$ cat src/rtl/fwd_hazard_unit_pkg.sv
// Shared constants for the forwarding/hazard unit: select encodings and
// the minimum multi-cycle latency.
package fwd_hazard_unit_pkg;

  localparam int unsigned FWD_SEL_RF = 0;
  localparam int unsigned MC_LAT_MIN = 1;

  // Select value that picks forwarding stage k.
  function automatic int unsigned fwd_stage_sel(input int unsigned k);
    return k + 1;
  endfunction

endpackage

$ cat src/rtl/fwd_hazard_unit_mc_scoreboard.sv
// Per-register busy scoreboard for variable-latency multi-cycle ops,
// with the same-cycle issue bypass folded into its stall request.
module fwd_hazard_unit_mc_scoreboard
  import fwd_hazard_unit_pkg::*;
#(
  parameter int unsigned NUM_REGS = 32,
  parameter int unsigned RA_W     = 5,
  parameter int unsigned LAT_W    = 4
) (
  input  logic                clk,
  input  logic                rstn,
  input  logic                mc_issue,
  input  logic [RA_W-1:0]     mc_rd,
  input  logic [LAT_W-1:0]    mc_lat,
  input  logic                id_valid,
  input  logic [RA_W-1:0]     id_rs1,
  input  logic [RA_W-1:0]     id_rs2,
  input  logic [RA_W-1:0]     id_rd,
  output logic [NUM_REGS-1:0] busy_vec,
  output logic                sb_stall_c
);

  logic [LAT_W-1:0] cnt_q [NUM_REGS];
  logic [LAT_W-1:0] cnt_d [NUM_REGS];
  logic [LAT_W-1:0] lat_eff;
  logic             bypass;

  // Reload on issue (newer op wins), otherwise count down to zero.
  always_comb begin
    lat_eff = (mc_lat < LAT_W'(MC_LAT_MIN)) ? LAT_W'(MC_LAT_MIN) : mc_lat;
    for (int r = 0; r < int'(NUM_REGS); r++) begin
      cnt_d[r] = cnt_q[r];
      if (r == 0) begin
        cnt_d[r] = '0;
      end else if (mc_issue && (mc_rd == RA_W'(r))) begin
        cnt_d[r] = lat_eff;
      end else if (cnt_q[r] != '0) begin
        cnt_d[r] = cnt_q[r] - LAT_W'(1);
      end
    end
  end

  always_ff @(posedge clk or negedge rstn) begin
    if (!rstn) begin
      for (int r = 0; r < int'(NUM_REGS); r++) begin
        cnt_q[r] <= '0;
      end
    end else begin
      cnt_q <= cnt_d;
    end
  end

  always_comb begin
    busy_vec = '0;
    for (int r = 1; r < int'(NUM_REGS); r++) begin
      busy_vec[r] = (cnt_q[r] != '0);
    end
  end

  assign bypass = mc_issue && (mc_rd != '0) &&
                  ((mc_rd == id_rs1) || (mc_rd == id_rs2) || (mc_rd == id_rd));

  assign sb_stall_c = id_valid &&
                      (busy_vec[id_rs1] || busy_vec[id_rs2] || busy_vec[id_rd] || bypass);

endmodule

$ cat src/rtl/fwd_hazard_unit.sv
// Generalised operand forwarding, load-use / scoreboard stall generation and
// stall-cycle accounting between ID/EX control and the EX operand muxes.
module fwd_hazard_unit
  import fwd_hazard_unit_pkg::*;
#(
  parameter int unsigned FWD_STAGES = 2,
  parameter int unsigned NUM_REGS   = 32,
  parameter int unsigned RA_W       = 5,
  parameter int unsigned LAT_W      = 4,
  parameter int unsigned SEL_W      = 2
) (
  input  logic                       clk,
  input  logic                       rstn,
  input  logic [RA_W-1:0]            ex_rs1,
  input  logic [RA_W-1:0]            ex_rs2,
  input  logic                       ex_rs1_used,
  input  logic                       ex_rs2_used,
  input  logic [RA_W-1:0]            id_rs1,
  input  logic [RA_W-1:0]            id_rs2,
  input  logic [RA_W-1:0]            id_rd,
  input  logic                       id_valid,
  input  logic [FWD_STAGES*RA_W-1:0] st_rd,
  input  logic [FWD_STAGES-1:0]      st_we,
  input  logic [FWD_STAGES-1:0]      st_rdy,
  input  logic [RA_W-1:0]            me_rs2,
  input  logic                       me_mem_write,
  input  logic                       mc_issue,
  input  logic [RA_W-1:0]            mc_rd,
  input  logic [LAT_W-1:0]           mc_lat,
  output logic [SEL_W-1:0]           forwardA,
  output logic [SEL_W-1:0]           forwardB,
  output logic [SEL_W-1:0]           forward_data,
  output logic                       stall,
  output logic [NUM_REGS-1:0]        busy_vec,
  output logic [31:0]                stall_cnt
);

  logic [FWD_STAGES-1:0] hit_a;
  logic [FWD_STAGES-1:0] hit_b;
  logic [FWD_STAGES-1:0] hit_d;
  logic                  nr_a;
  logic                  nr_b;
  logic                  sb_stall_c;
  logic [31:0]           stall_cnt_q;
  logic [31:0]           stall_cnt_d;

  // Stage 0 is the store itself, so it never supplies store data.
  for (genvar k = 0; k < int'(FWD_STAGES); k++) begin : g_hit
    logic [RA_W-1:0] rd;
    logic            wr_nz;
    assign rd       = st_rd[k*RA_W +: RA_W];
    assign wr_nz    = st_we[k] && (rd != '0);
    assign hit_a[k] = ex_rs1_used && wr_nz && (rd == ex_rs1);
    assign hit_b[k] = ex_rs2_used && wr_nz && (rd == ex_rs2);
    assign hit_d[k] = (k != 0) && me_mem_write && wr_nz && (rd == me_rs2);
  end

  // Descending scan so the lowest-index (youngest) match is the last write.
  always_comb begin
    forwardA     = SEL_W'(FWD_SEL_RF);
    forwardB     = SEL_W'(FWD_SEL_RF);
    forward_data = SEL_W'(FWD_SEL_RF);
    nr_a         = 1'b0;
    nr_b         = 1'b0;
    for (int k = int'(FWD_STAGES) - 1; k >= 0; k--) begin
      if (hit_a[k]) begin
        forwardA = SEL_W'(fwd_stage_sel(k));
        nr_a     = !st_rdy[k];
      end
      if (hit_b[k]) begin
        forwardB = SEL_W'(fwd_stage_sel(k));
        nr_b     = !st_rdy[k];
      end
      if (hit_d[k]) begin
        forward_data = st_rdy[k] ? SEL_W'(fwd_stage_sel(k)) : SEL_W'(FWD_SEL_RF);
      end
    end
  end

  fwd_hazard_unit_mc_scoreboard #(
    .NUM_REGS (NUM_REGS),
    .RA_W     (RA_W),
    .LAT_W    (LAT_W)
  ) u_mc_scoreboard (
    .clk        (clk),
    .rstn       (rstn),
    .mc_issue   (mc_issue),
    .mc_rd      (mc_rd),
    .mc_lat     (mc_lat),
    .id_valid   (id_valid),
    .id_rs1     (id_rs1),
    .id_rs2     (id_rs2),
    .id_rd      (id_rd),
    .busy_vec   (busy_vec),
    .sb_stall_c (sb_stall_c)
  );

  assign stall = nr_a || nr_b || sb_stall_c;

  always_comb begin
    stall_cnt_d = stall_cnt_q;
    if (stall && (stall_cnt_q != '1)) begin
      stall_cnt_d = stall_cnt_q + 32'd1;
    end
  end

  always_ff @(posedge clk or negedge rstn) begin
    if (!rstn) begin
      stall_cnt_q <= '0;
    end else begin
      stall_cnt_q <= stall_cnt_d;
    end
  end

  assign stall_cnt = stall_cnt_q;

endmodule

$ cat config.mk
export PLATFORM = sky130hd
export DESIGN_NAME = fwd_hazard_unit
export DESIGN_NICKNAME = d
export VERILOG_FILES = /design/src/rtl/fwd_hazard_unit_pkg.sv /design/src/rtl/fwd_hazard_unit_mc_scoreboard.sv /design/src/rtl/fwd_hazard_unit.sv
export SDC_FILE = /design/constraint.sdc
export NUM_CORES = 1
export LEC_CHECK = 0
export ABC_CLOCK_PERIOD_IN_PS = 3100
export BUFFER_PORTS_ARGS = -buffer_cell sky130_fd_sc_hd__buf_4
export CAP_MARGIN = 25
export CORE_MARGIN = 1.5
export CORE_UTILIZATION = 45
export CTS_CLUSTER_SIZE = 16
export DETAILED_ROUTE_END_ITERATION = 12
export GPL_TIMING_DRIVEN = 0
export PLACE_DENSITY_LB_ADDON = 0.1
export SYNTH_ARGS = -nofsm -noshare
export SYNTH_HDL_FRONTEND = slang
export SYNTH_SLANG_ARGS = --single-unit
export TNS_END_PERCENT = 100
$ cat constraint.sdc
create_clock -name clk -period 3.1 [get_ports clk]
set_clock_uncertainty 0.15 [all_clocks]
set_input_delay 0 -clock clk [delete_from_list [all_inputs] [get_ports clk]]
set_output_delay 0 -clock clk [all_outputs]
set_load 0.01 [all_outputs]
=== Word level (Yosys, flattened, before mapping) ===
Index checks and enable logic that the tools add are counted.

* Div/mod/pow operators: 0
* Reductions and logical operators: 121
* Shift operators: 0
* Muxes and demuxes: 79
* Equality and inequality tests: 40
* Magnitude comparators: 4
* Add/sub/neg operators: 32
* Bitwise logic cells: 0
* Multiply operators: 0

{| class="wikitable"
|+ Operators by type and width
! cell !! count
|-
| 2-to-1 mux 4 bit || 63
|-
| nonzero test 4 bit || 31
|-
| subtractor 4 x 1 -> 4 bit (second input constant) || 31
|-
| equality test 5 bit (second input constant) || 16
|-
| nonzero test 2 bit || 31
|-
| logical AND 1 bit || 47
|-
| equality test 5 x 4 -> 1 bit (second input constant) || 8
|-
| equality test 5 bit || 8
|-
| adder 32 x 1 -> 32 bit (second input constant) || 1
|-
| != test 32 bit (second input constant) || 1
|-
| equality test 5 x 3 -> 1 bit (second input constant) || 4
|-
| < comparator 5 x 6 -> 1 bit (second input constant) || 3
|-
| binary-select mux 1 bit (select 5 bit) || 3
|-
| nonzero test 5 bit || 3
|-
| 2-to-1 mux 2 bit || 6
|-
| equality test 5 x 2 -> 1 bit (second input constant) || 2
|-
| logical OR 1 bit || 7
|-
| 2-to-1 mux 1 bit || 7
|-
| equality test 5 x 1 -> 1 bit (second input constant) || 1
|-
| < comparator 4 x 1 -> 1 bit (second input constant) || 1
|-
| zero test 1 bit || 2
|}

* Input port bits: 60
* Word-level logic and storage cells: 308
* Register bits after elaboration: 156
* Memories kept: 0
* Bits in writable memories: 0
* Latch bits: 0
* Memory bits (read-only): 0
* Output and inout port bits: 71

=== Longest topological paths before layout ===
Gate-level depths: netlist of run 1.

* Depth after elaboration: 9
* Gate-level depth with buffers: 13
* Depth with buffers taken out: 12

=== By module ===
From an unflattened synthesis of run 1, not the netlist that was laid out.

* Cell total of the unflattened synthesis: 1155
* Area total of the unflattened synthesis: 10057.1 µm²

{| class="wikitable"
|+ By module, submodules not included
! module !! area each (µm²) !! cells each !! instances !! seq. area each (µm²)
|-
| fwd_hazard_unit_mc_scoreboard || 8189.1 || 964 || 1 || 3103.0
|-
| fwd_hazard_unit || 1868.0 || 191 || 1 || 800.8
|}

=== Worst setup path before layout of run 1 ===
OpenSTA, ideal clock, no wires.

* Kind: reg-to-reg
* Start: register u_mc_scoreboard.cnt_q[64] (netlist bit)
* End: register stall_cnt_q[1] (netlist: stall_cnt[1])
* Library setup time: 125 ps
* Data required time: 2825 ps
* Period minus slack after synthesis: 3234 ps
* Path slack: -134 ps
* Stages on the path, launching flop included: 13
* Path buffers: 2
* Arrival time: 2959 ps
* Path through: dfrtp_1 > inv_1 > ha_1 > or3b_1 > buf_2 > mux4_2 > and4b_1 > a211o_1 > a311oi_1 > a41oi_1 > o21a_1 > buf_6 > mux2_4

* Cells in the longest elaborated chain, start to end: 9
* Elaborated cells between the ends (all ways): 13
* Those cells by class: 6 x mux; 7 x reduce/logical

{| class="wikitable"
|+ Ends and longest elaborated chain
! what !! RTL line !! text
|-
| start, declared || fwd_hazard_unit_mc_scoreboard.sv:23 || <nowiki>logic [LAT_W-1:0] cnt_q [NUM_REGS];</nowiki>
|-
| start signal, assigned || fwd_hazard_unit_mc_scoreboard.sv:49 || <nowiki>cnt_q <= cnt_d;</nowiki>
|-
| nonzero test 4 bit * || fwd_hazard_unit_mc_scoreboard.sv:56 || <nowiki>busy_vec[r] = (cnt_q[r] != '0);</nowiki>
|-
| net busy_vec[15] || fwd_hazard_unit.sv:34 || <nowiki>output logic [NUM_REGS-1:0] busy_vec,</nowiki>
|-
| binary-select mux 1 bit (select 5 bit) || fwd_hazard_unit_mc_scoreboard.sv:64 || <nowiki>(busy_vec[id_rs1] || busy_vec[id_rs2] || busy_vec[id_rd] || bypass);</nowiki>
|-
| 2-to-1 mux 1 bit (not written as such) || fwd_hazard_unit_mc_scoreboard.sv:64 ||
|-
| logical OR 1 bit || fwd_hazard_unit_mc_scoreboard.sv:64 ||
|-
| logical OR 1 bit * (2 in series) || fwd_hazard_unit_mc_scoreboard.sv:64 ||
|-
| logical AND 1 bit * || fwd_hazard_unit_mc_scoreboard.sv:63 || <nowiki>assign sb_stall_c = id_valid &&</nowiki>
|-
| logical OR 1 bit * || fwd_hazard_unit.sv:98 || <nowiki>assign stall = nr_a || nr_b || sb_stall_c;</nowiki>
|-
| logical AND 1 bit * || fwd_hazard_unit.sv:102 || <nowiki>if (stall && (stall_cnt_q != '1)) begin</nowiki>
|-
| end signal, assigned || fwd_hazard_unit.sv:111 || <nowiki>stall_cnt_q <= stall_cnt_d;</nowiki>
|-
| end, declared || fwd_hazard_unit.sv:44 || <nowiki>logic [31:0] stall_cnt_q;</nowiki>
|}

The timed path passes the listed nets; every way through them passes the cells marked *. The select of a mux whose other input is x is not followed.
A chain may end at the register's enable or synchronous reset.

=== Final worst setup path of run 1 ===
* Start: register u_mc_scoreboard.cnt_q[92] (netlist bit)
* End: output port stall

* Cells in the longest elaborated chain, start to end: 8
* Elaborated cells between the ends (all ways): 12
* Those cells by class: 6 x mux; 6 x reduce/logical

{| class="wikitable"
|+ Ends and longest elaborated chain
! what !! RTL line !! text
|-
| nonzero test 4 bit * || fwd_hazard_unit_mc_scoreboard.sv:56 ||
|-
| binary-select mux 1 bit (select 5 bit) || fwd_hazard_unit_mc_scoreboard.sv:64 ||
|-
| 2-to-1 mux 1 bit (not written as such) || fwd_hazard_unit_mc_scoreboard.sv:64 ||
|-
| logical OR 1 bit || fwd_hazard_unit_mc_scoreboard.sv:64 ||
|-
| logical OR 1 bit * (2 in series) || fwd_hazard_unit_mc_scoreboard.sv:64 ||
|-
| logical AND 1 bit * || fwd_hazard_unit_mc_scoreboard.sv:63 ||
|-
| logical OR 1 bit * || fwd_hazard_unit.sv:98 ||
|-
| end, declared || fwd_hazard_unit.sv:33 || <nowiki>output logic stall,</nowiki>
|}

Every way passes the cells marked *; elsewhere a longest branch is shown, timed or not. The select of a mux whose other input is x is not followed.

==> flow_metrics.tcl, run 1 <==
set metrics [dict create \
    synth_top_area_share_pct 39.4 \
    drive_gt1_share_pct 21.3 \
    synthFlopType "dfrtp_1" \
    cts-root-buf "clkbuf_16" \
    crit_type "register to output pin" \
    routedWlPerCell_um 16.7 \
    async_reset_ff_share_pct 100 \
    synth_area_leaders "dfrtp_1 39%, xnor2_1 8.0%, a21oi_1 5.7%" \
    nets 1414 \
    syn_area_per_cell_um2 8.65 \
    final_util_pct 58.0 \
    yosysUniqueCellTypes 59 \
    core_mm2 0.0217 \
    die_h_um 151 \
    ios 131 \
    crit_family "compound AO/OA/AOI/OAI gates" \
    clk_latency_ps 440 \
    period_needed_ps 3410 \
    violations "setup timing" \
    p_seq_share_pct 34.3 \
    htreeDepth 4 \
    cts_tree "built" \
    start_kind "register" \
    avgViaCountPerCell 5.47 \
    worstHoldPathType "input pin to register" \
    r2r_slack_ps -310 \
    drc_errors 0 \
    postPlaceCellArea_mm2 0.0112 \
    cp.arrival_ps 3260 \
    fin_area_mm2 0.0126 \
    path_cells "inv_1, ha_2, nor3b_4, mux2i_1, mux4_2, a211o_1, a311oi_2, a41oi_2, or2_1, buf_4" \
    synth_warnings 0 \
    final_cell_mix "156 x dfrtp_1, 143 x buf_4, 126 x nor2_1" \
    cts_num_sinks 156 \
    grt_setup_unrepaired "true" \
    diodes 0 \
    finalPower_mw 11.1 \
    setup_viol 33 \
    start_util_pct 45.7 \
    synth_seq_cells 156 \
    hold_violations 0 \
    internal-power_mw 6.73 \
    yosys.area.top_type "dfrtp_1" \
    p_sw_mw 4.33 \
    worst_slack_ps -313 \
    peakVddDrop_mv 0.374 \
    cts.reportedPaths.clkPinSlew_ps 80 \
    ys_seq_area_share_pct 39.4 \
    crit_path_max_incr_delay_ps 480 \
    tns_ps -6490 \
    combPwrFrac_pct 46.6 \
    fmax_ghz 0.293 \
    antenna_found_initial 0 \
    place.gp.congestion 0.903 \
    powerDensity_mw_per_mm2 879 \
    synth_enable_flop_cells 0 \
    p_leak_nw 5.57 \
    status "finished with violations" \
    netSwitchingFraction_pct 39.1 \
    dpl_worst_slack_ps -713 \
    endpoint_kind "output pin" \
    crit_required_ps 2950 \
    max-clock-path-buffers 2 \
    die-area_mm2 0.0229 \
    die_x_um 151 \
    dr.first_iter.drc_count 494 \
    cp_num_buf_inv 2 \
    clockPowerShare_pct 19.1 \
    areaGrowthSynthToFinish_pct 27.0 \
    routed_wl_mm 27.0 \
    cts_buffers 17 \
    synthesis.area_mm2 0.00991 \
    groute.usage.overall_pct 24.1 \
    syn-instance-count 1145 \
    overflow 0 \
    final_common_cell "dfrtp_1" \
    first_pass_iters 4 \
    nFillCells 1985 \
    min_period_over_period_pct 110 \
    maxSlewHeadroom_pct 44.3 \
    via_count 8828 \
    fp-row-count 54 \
    critPathMaxFanout 5 \
    grt_pass1_vias 8172 \
    grt_max_degree 89 \
    maxCapViolCount 0 \
    dp_hpwl_mm 19.1 \
    drv_slew 0 \
    grt_pass1_wl_mm 42.5 \
    cp_slowest_cell "mux4_2" \
    worstMarginPinSlew_ps 829 \
    port_buffers 122 \
    antenna_left 0 \
]
## cell usage after synthesis (3+ instances only)
cell	count
a21oi_1	112
a311oi_1	3
a31oi_1	22
and2_1	4
and3_1	11
buf_2	4
clkbuf_1	25
clkinv_1	3
dfrtp_1	156
ha_1	32
inv_1	93
mux2_2	13
mux2i_1	12
mux4_2	12
nand2_1	95
nand2b_1	21
nand3_1	34
nand3b_1	21
nand4_1	16
nand4b_1	4
nor2_1	126
nor2b_1	9
nor3_1	44
nor3b_1	28
nor3b_2	7
nor4_1	4
o21ai_0	51
or3_1	32
xnor2_1	90
xor2_1	22
## worst reg2reg max path, cell delays in order (launching register included)
cell      delay, ps
dfrtp_1         410
inv_1            70
ha_2            190
nor3b_4         330
mux2i_1         130
mux4_2          480
a211o_1         320
a311oi_2        240
a41oi_2         220
o21a_4          330
buf_6           150
mux2_4          290
## logic make-up (layout without fill, tap and decap cells)
group           after synthesis  in the layout  share of synthesized area, %
xor+xnor                    112            112                          9.90
other cells                   1              2                        0.0379
mux                          38             38                          5.57
compound gates              211            211                          11.8
fa+ha+maj                    32             32                          4.04
buf+inv                     132            321                          5.20
flops                       156            156                          39.4
simple gates                463            463                          24.0
## through the flow
stage	cells	hold slack (ps)
3_5_place_dp	1551	-153
2_1_floorplan	1146	-446
5_1_grt	1615	81.9
4_1_cts	1601	36.3
3_3_place_gp	1548	137
6_report	1615	62.1
## area by class of cell
class | instances | area (um2) | area share [%]
plain buffers | 33 | 163 | 1.29
clock buffers | 17 | 425 | 3.38
clock inverters | 15 | 174 | 1.38
inverters | 98 | 370 | 2.94
multi-input cells | 858 | 5930 | 47.2
flip-flops and latches | 156 | 3900 | 31.0
well taps | 280 | 350 | 2.79
repair buffers | 158 | 1260 | 10.0
## metal layers
| metal | track usage, % | share of wire, % | up-vias |
|---|---|---|---|
| li1 | - | - | 4324 |
| met1 | 31.1 | 44 | 4246 |
| met2 | 40.6 | 48 | 225 |
| met3 | 4.64 | 5.9 | 33 |
| met4 | 7.86 | 2.1 | 0 |
| met5 | 0 | 0 | - |
## worst paths after layout
path,start,end,depth (start not counted)
worst max-delay path,u_mc_scoreboard.cnt_q[92]$_DFFE_PN0P_,stall,10
worst min register to register,stall_cnt[22]$_DFFE_PN0P_,stall_cnt[22]$_DFFE_PN0P_,1
max in group asynchronous,rstn,u_mc_scoreboard.cnt_q[11]$_DFFE_PN0P_,4
min in group asynchronous,rstn,u_mc_scoreboard.cnt_q[10]$_DFFE_PN0P_,3
worst max register to register,u_mc_scoreboard.cnt_q[92]$_DFFE_PN0P_,stall_cnt[1]$_DFFE_PN0P_,11
worst min-delay path,st_rdy[0],stall_cnt[28]$_DFFE_PN0P_,5
## power by group through the flow
| stage | logic [mW] | registers [mW] | clock network [mW] |
|---|---|---|---|
| global placement | 4.64 | 3.67 | 0 |
| detailed placement | 4.77 | 3.69 | 0 |
| floorplan | 3.64 | 3.55 | 0 |
| global route | 5.86 | 3.93 | 2.23 |
| CTS | 4.96 | 3.73 | 2.16 |
| finish | 5.15 | 3.80 | 2.11 |
## what timing repair did
item,CTS,global route
gates resized for setup,38,55
gates cloned,2,1
setup endpoints to repair,33,33
pin swaps,5,20
hold endpoints to repair,163,0
setup buffers,8,13
hold buffers,8,0
## registers in the layout, summed over array words and instances, names as in the netlist
register / cells
u_mc_scoreboard.cnt_q: 124
stall_cnt: 32
Note: power is estimated with default switching activity, not from simulation.
==> run 2: changes to the inputs <==
--- a/config.mk
+++ b/config.mk
@@ -5,7 +5,7 @@
 export SDC_FILE = /design/constraint.sdc
 export NUM_CORES = 1
 export LEC_CHECK = 0
-export ABC_CLOCK_PERIOD_IN_PS = 3100
+export ABC_CLOCK_PERIOD_IN_PS = 3110
 export BUFFER_PORTS_ARGS = -buffer_cell sky130_fd_sc_hd__buf_4
 export CAP_MARGIN = 25
 export CORE_MARGIN = 1.5
@@ -16,5 +16,6 @@
 export PLACE_DENSITY_LB_ADDON = 0.1
 export SYNTH_ARGS = -nofsm -noshare
 export SYNTH_HDL_FRONTEND = slang
+export SYNTH_HIERARCHICAL = 1
 export SYNTH_SLANG_ARGS = --single-unit
 export TNS_END_PERCENT = 100
==> constraint.sdc (replaced) <==
create_clock -name clk -period 3.11 [get_ports clk]
set_clock_uncertainty 0.15 [all_clocks]
set_input_delay 0 -clock clk [delete_from_list [all_inputs] [get_ports clk]]
set_output_delay 0 -clock clk [all_outputs]
set_load 0.02 [all_outputs]
==> flow_metrics.tcl, run 2 <==
set metrics [dict create \
    status "finished with violations" \
    violations "setup timing" \
    instances_no_fill 1678 \
    critPathMaxFanout 5 \
    hp-start "mc_rd[2]" \
    ios 131 \
    ff2ff_path_depth 13 \
    combPwrFrac_pct 51.2 \
    synth_top_area_share_pct 38.8 \
    die-area_mm2 0.0233 \
    drv_slew 0 \
    drt-met1-wl_mm 12.4 \
    final_cell_mix "198 x buf_4, 156 x dfrtp_1, 142 x nor2_1" \
    crit_required_ps 3270 \
    antenna_found_initial 2 \
    r2r_end "stall_cnt[9]$_DFFE_PN0P_" \
    largest_reg_flops 124 \
    p_leak_nw 5.78 \
    grt_max_degree 99 \
    cp.arrival_ps 3510 \
    grt_pass1_vias 8748 \
    overflow 0 \
    powerDensity_mw_per_mm2 921 \
    final_common_cell "buf_4" \
    dp_hpwl_mm 18.7 \
    syn-instance-count 1155 \
    first_pass_iters 5 \
    cts-root-buf "clkbuf_16" \
    path_cells "inv_1, ha_2, nor3b_4, inv_2, o21a_1, or4_4, a31oi_2, a41oi_4, a221oi_4, a21o_4, clkbuf_16, nor3_4, xor2_1" \
    synthesis.area_mm2 0.0101 \
    min_period_over_period_pct 108 \
    clockPowerShare_pct 17.3 \
    regMostFlops "u_mc_scoreboard/cnt_q" \
    areaGrowthSynthToFinish_pct 31.3 \
    dr.max_layer_used "met5" \
    crit_type "register to register" \
    antenna_left 0 \
    whs_path_depth 3 \
    drc_errors 0 \
    grt_pass1_wl_mm 45.3 \
    r2r_slack_ps -240 \
    cts_tree "built" \
    syn_area_per_cell_um2 8.71 \
    ys_top_cells_by_count "156 x dfrtp_1, 142 x nor2_1, 128 x a21oi_1, 100 x inv_1, 95 x nand2_1" \
    dr.first_iter.drc_count 598 \
    yosysUniqueCellTypes 62 \
    cts_buffers 17 \
    yosys.area.top_type "dfrtp_1" \
    cts.reportedPaths.clkPinSlew_ps 70 \
    netSwitchingFraction_pct 39.6 \
    fp-row-count 54 \
    multi_input_area_mm2 0.00612 \
    synth_area_leaders "dfrtp_1 39%, a21oi_1 6.4%, xnor2_1 6.4%" \
    crit_path_max_incr_delay_ps 490 \
    drive_gt1_share_pct 25.1 \
    fmax_ghz 0.299 \
    cts_num_sinks 156 \
    endpoint_kind "register" \
    p_sw_mw 4.82 \
    finalPower_mw 12.2 \
    hold_violations 0 \
    worstMarginPinSlew_ps 838 \
    routedWlPerCell_um 16.7 \
    nFillCells 1997 \
    port_buffers 117 \
    synth_warnings 6 \
    peakVddDrop_mv 0.452 \
    groute.usage.overall_pct 24.4 \
    period_needed_ps 3350 \
    yosys.cell_count.top_type "dfrtp_1" \
    via_count 8986 \
    worstHoldPathType "input pin to register" \
    internal-power_mw 7.34 \
    wl_met3_mm 1.25 \
    placed_cells 1553 \
    avgViaCountPerCell 5.36 \
    routed_wl_mm 28.1 \
    die_x_um 152 \
    htreeDepth 4 \
    nets 1476 \
    synth_nets 1247 \
    place.gp.congestion 0.844 \
    p_seq_share_pct 31.5 \
    die_h_um 152 \
    async_reset_ff_share_pct 100 \
    max-clock-path-buffers 2 \
    r2r-start "u_mc_scoreboard/cnt_q[92]$_DFFE_PN0P_" \
    synthFlopType "dfrtp_1" \
    synth_seq_cells 156 \
    cp_slowest_cell "or4_4" \
    ys_seq_area_share_pct 38.8 \
    grt_setup_unrepaired "true" \
    clk_latency_ps 440 \
    core_mm2 0.0219 \
    start_util_pct 45.9 \
    min_to "u_mc_scoreboard/cnt_q[112]$_DFFE_PN0P_" \
    wl_met2_mm 13.8 \
    start_kind "register" \
    maxSlewHeadroom_pct 43.7 \
    synth_enable_flop_cells 0 \
    worst_slack_ps -237 \
    setup_viol 33 \
    regArea_mm2 0.00390 \
    maxCapViolCount 0 \
]
-- run 2: cell count changes after synthesis, moves of 10 or more --
cell,previous run,this run
mux2_2,13,2
xor2_1,22,35
nor4_1,4,14
nor3b_1,28,1
o21ai_0,51,23
nor3b_2,7,27
nand2b_1,21,31
nor2_1,126,142
xnor2_1,90,73
o21ai_1,0,11
nand3_1,34,16
a21oi_1,112,128
-- run 2: cells by family (layout without fill, tap and decap cells) --
kind of cell,count (synthesis),after routing,synth area share [%]
mux,35,35,5.11
buf+inv,139,381,5.50
other cells,2,3,0.0747
compound gates,217,217,12.1
flops,156,156,38.8
fa+ha+maj,32,32,3.98
simple gates,466,466,25.0
xor+xnor,108,108,9.41
-- run 2: how the worst max path moves through the flow --
| stage | from | end | slack [ps] |
|---|---|---|---|
| 3_5_place_dp | u_mc_scoreboard/cnt_q[4]$_DFFE_PN0P_ | stall_cnt[27]$_DFFE_PN0P_ | -760 |
| 6_report | u_mc_scoreboard/cnt_q[92]$_DFFE_PN0P_ | stall_cnt[9]$_DFFE_PN0P_ | -240 |
| 3_3_place_gp | u_mc_scoreboard/cnt_q[4]$_DFFE_PN0P_ | stall_cnt[21]$_DFFE_PN0P_ | -730 |
| 2_1_floorplan | u_mc_scoreboard/cnt_q[40]$_DFFE_PN0P_ | stall_cnt[27]$_DFFE_PN0P_ | -30 |
| 5_1_grt | u_mc_scoreboard/cnt_q[44]$_DFFE_PN0P_ | stall_cnt[12]$_DFFE_PN0P_ | -340 |
| 4_1_cts | u_mc_scoreboard/cnt_q[44]$_DFFE_PN0P_ | stall | -230 |
-- run 2: worst max-delay path, delay by kind of cell, from the launching register on --
kind            cells  cell delay, ps
compound gates      5            1140
xor+xnor            1             160
fa+ha+maj           1             190
buf+inv             3             340
flops               1             400
simple gates        3             840
-- run 2: metal layers --
layer / GRT usage, % / vias up
met5: 0 / -
met4: 8.42 / 2
met3: 4.35 / 47
met2: 40.7 / 187
met1: 32.0 / 4320
li1: - / 4430
-- run 2: repair_timing --
| item | CTS | global route |
|---|---|---|
| cloned | 0 | 1 |
| hold buffers | 9 | 0 |
| setup buffers | 69 | 14 |
| gates resized for setup | 77 | 24 |
| pin swaps | 16 | 17 |
| setup endpoints to repair | 33 | 33 |
| hold endpoints to repair | 161 | 0 |
-- run 2: layout make-up --
type | count | area share, %
clock inverter | 15 | 1.28
tap | 280 | 2.65
multi-input combinational | 860 | 46.3
inverter | 104 | 2.96
clock buffer | 17 | 3.22
buffer | 35 | 1.29
sequential | 156 | 29.6
antenna | 1 | 0.0190
timing repair buffer | 210 | 12.7
-- run 2: through the flow --
stage,hold slack [ps],util [%],worst slack [ps],TNS (ps),area [um2]
5_1_grt,161,60.3,-340,-9140,13200
6_report,109,60.3,-237,-5480,13200
3_5_place_dp,-186,51.8,-760,-22120,11300
4_1_cts,70.3,59.1,-228,-4630,12900
2_1_floorplan,-446,-,-27.2,-348,10100
3_3_place_gp,136,51.6,-731,-21030,11300
-- run 2: power by group through the flow --
stage	Combinational [mW]	Sequential, mW	Clock (mW)
floorplan	3.84	3.69	0
global placement	4.92	3.78	0
detailed placement	5.07	3.79	0
CTS	6.04	3.82	2.15
global route	6.96	3.97	2.24
finish	6.22	3.83	2.11
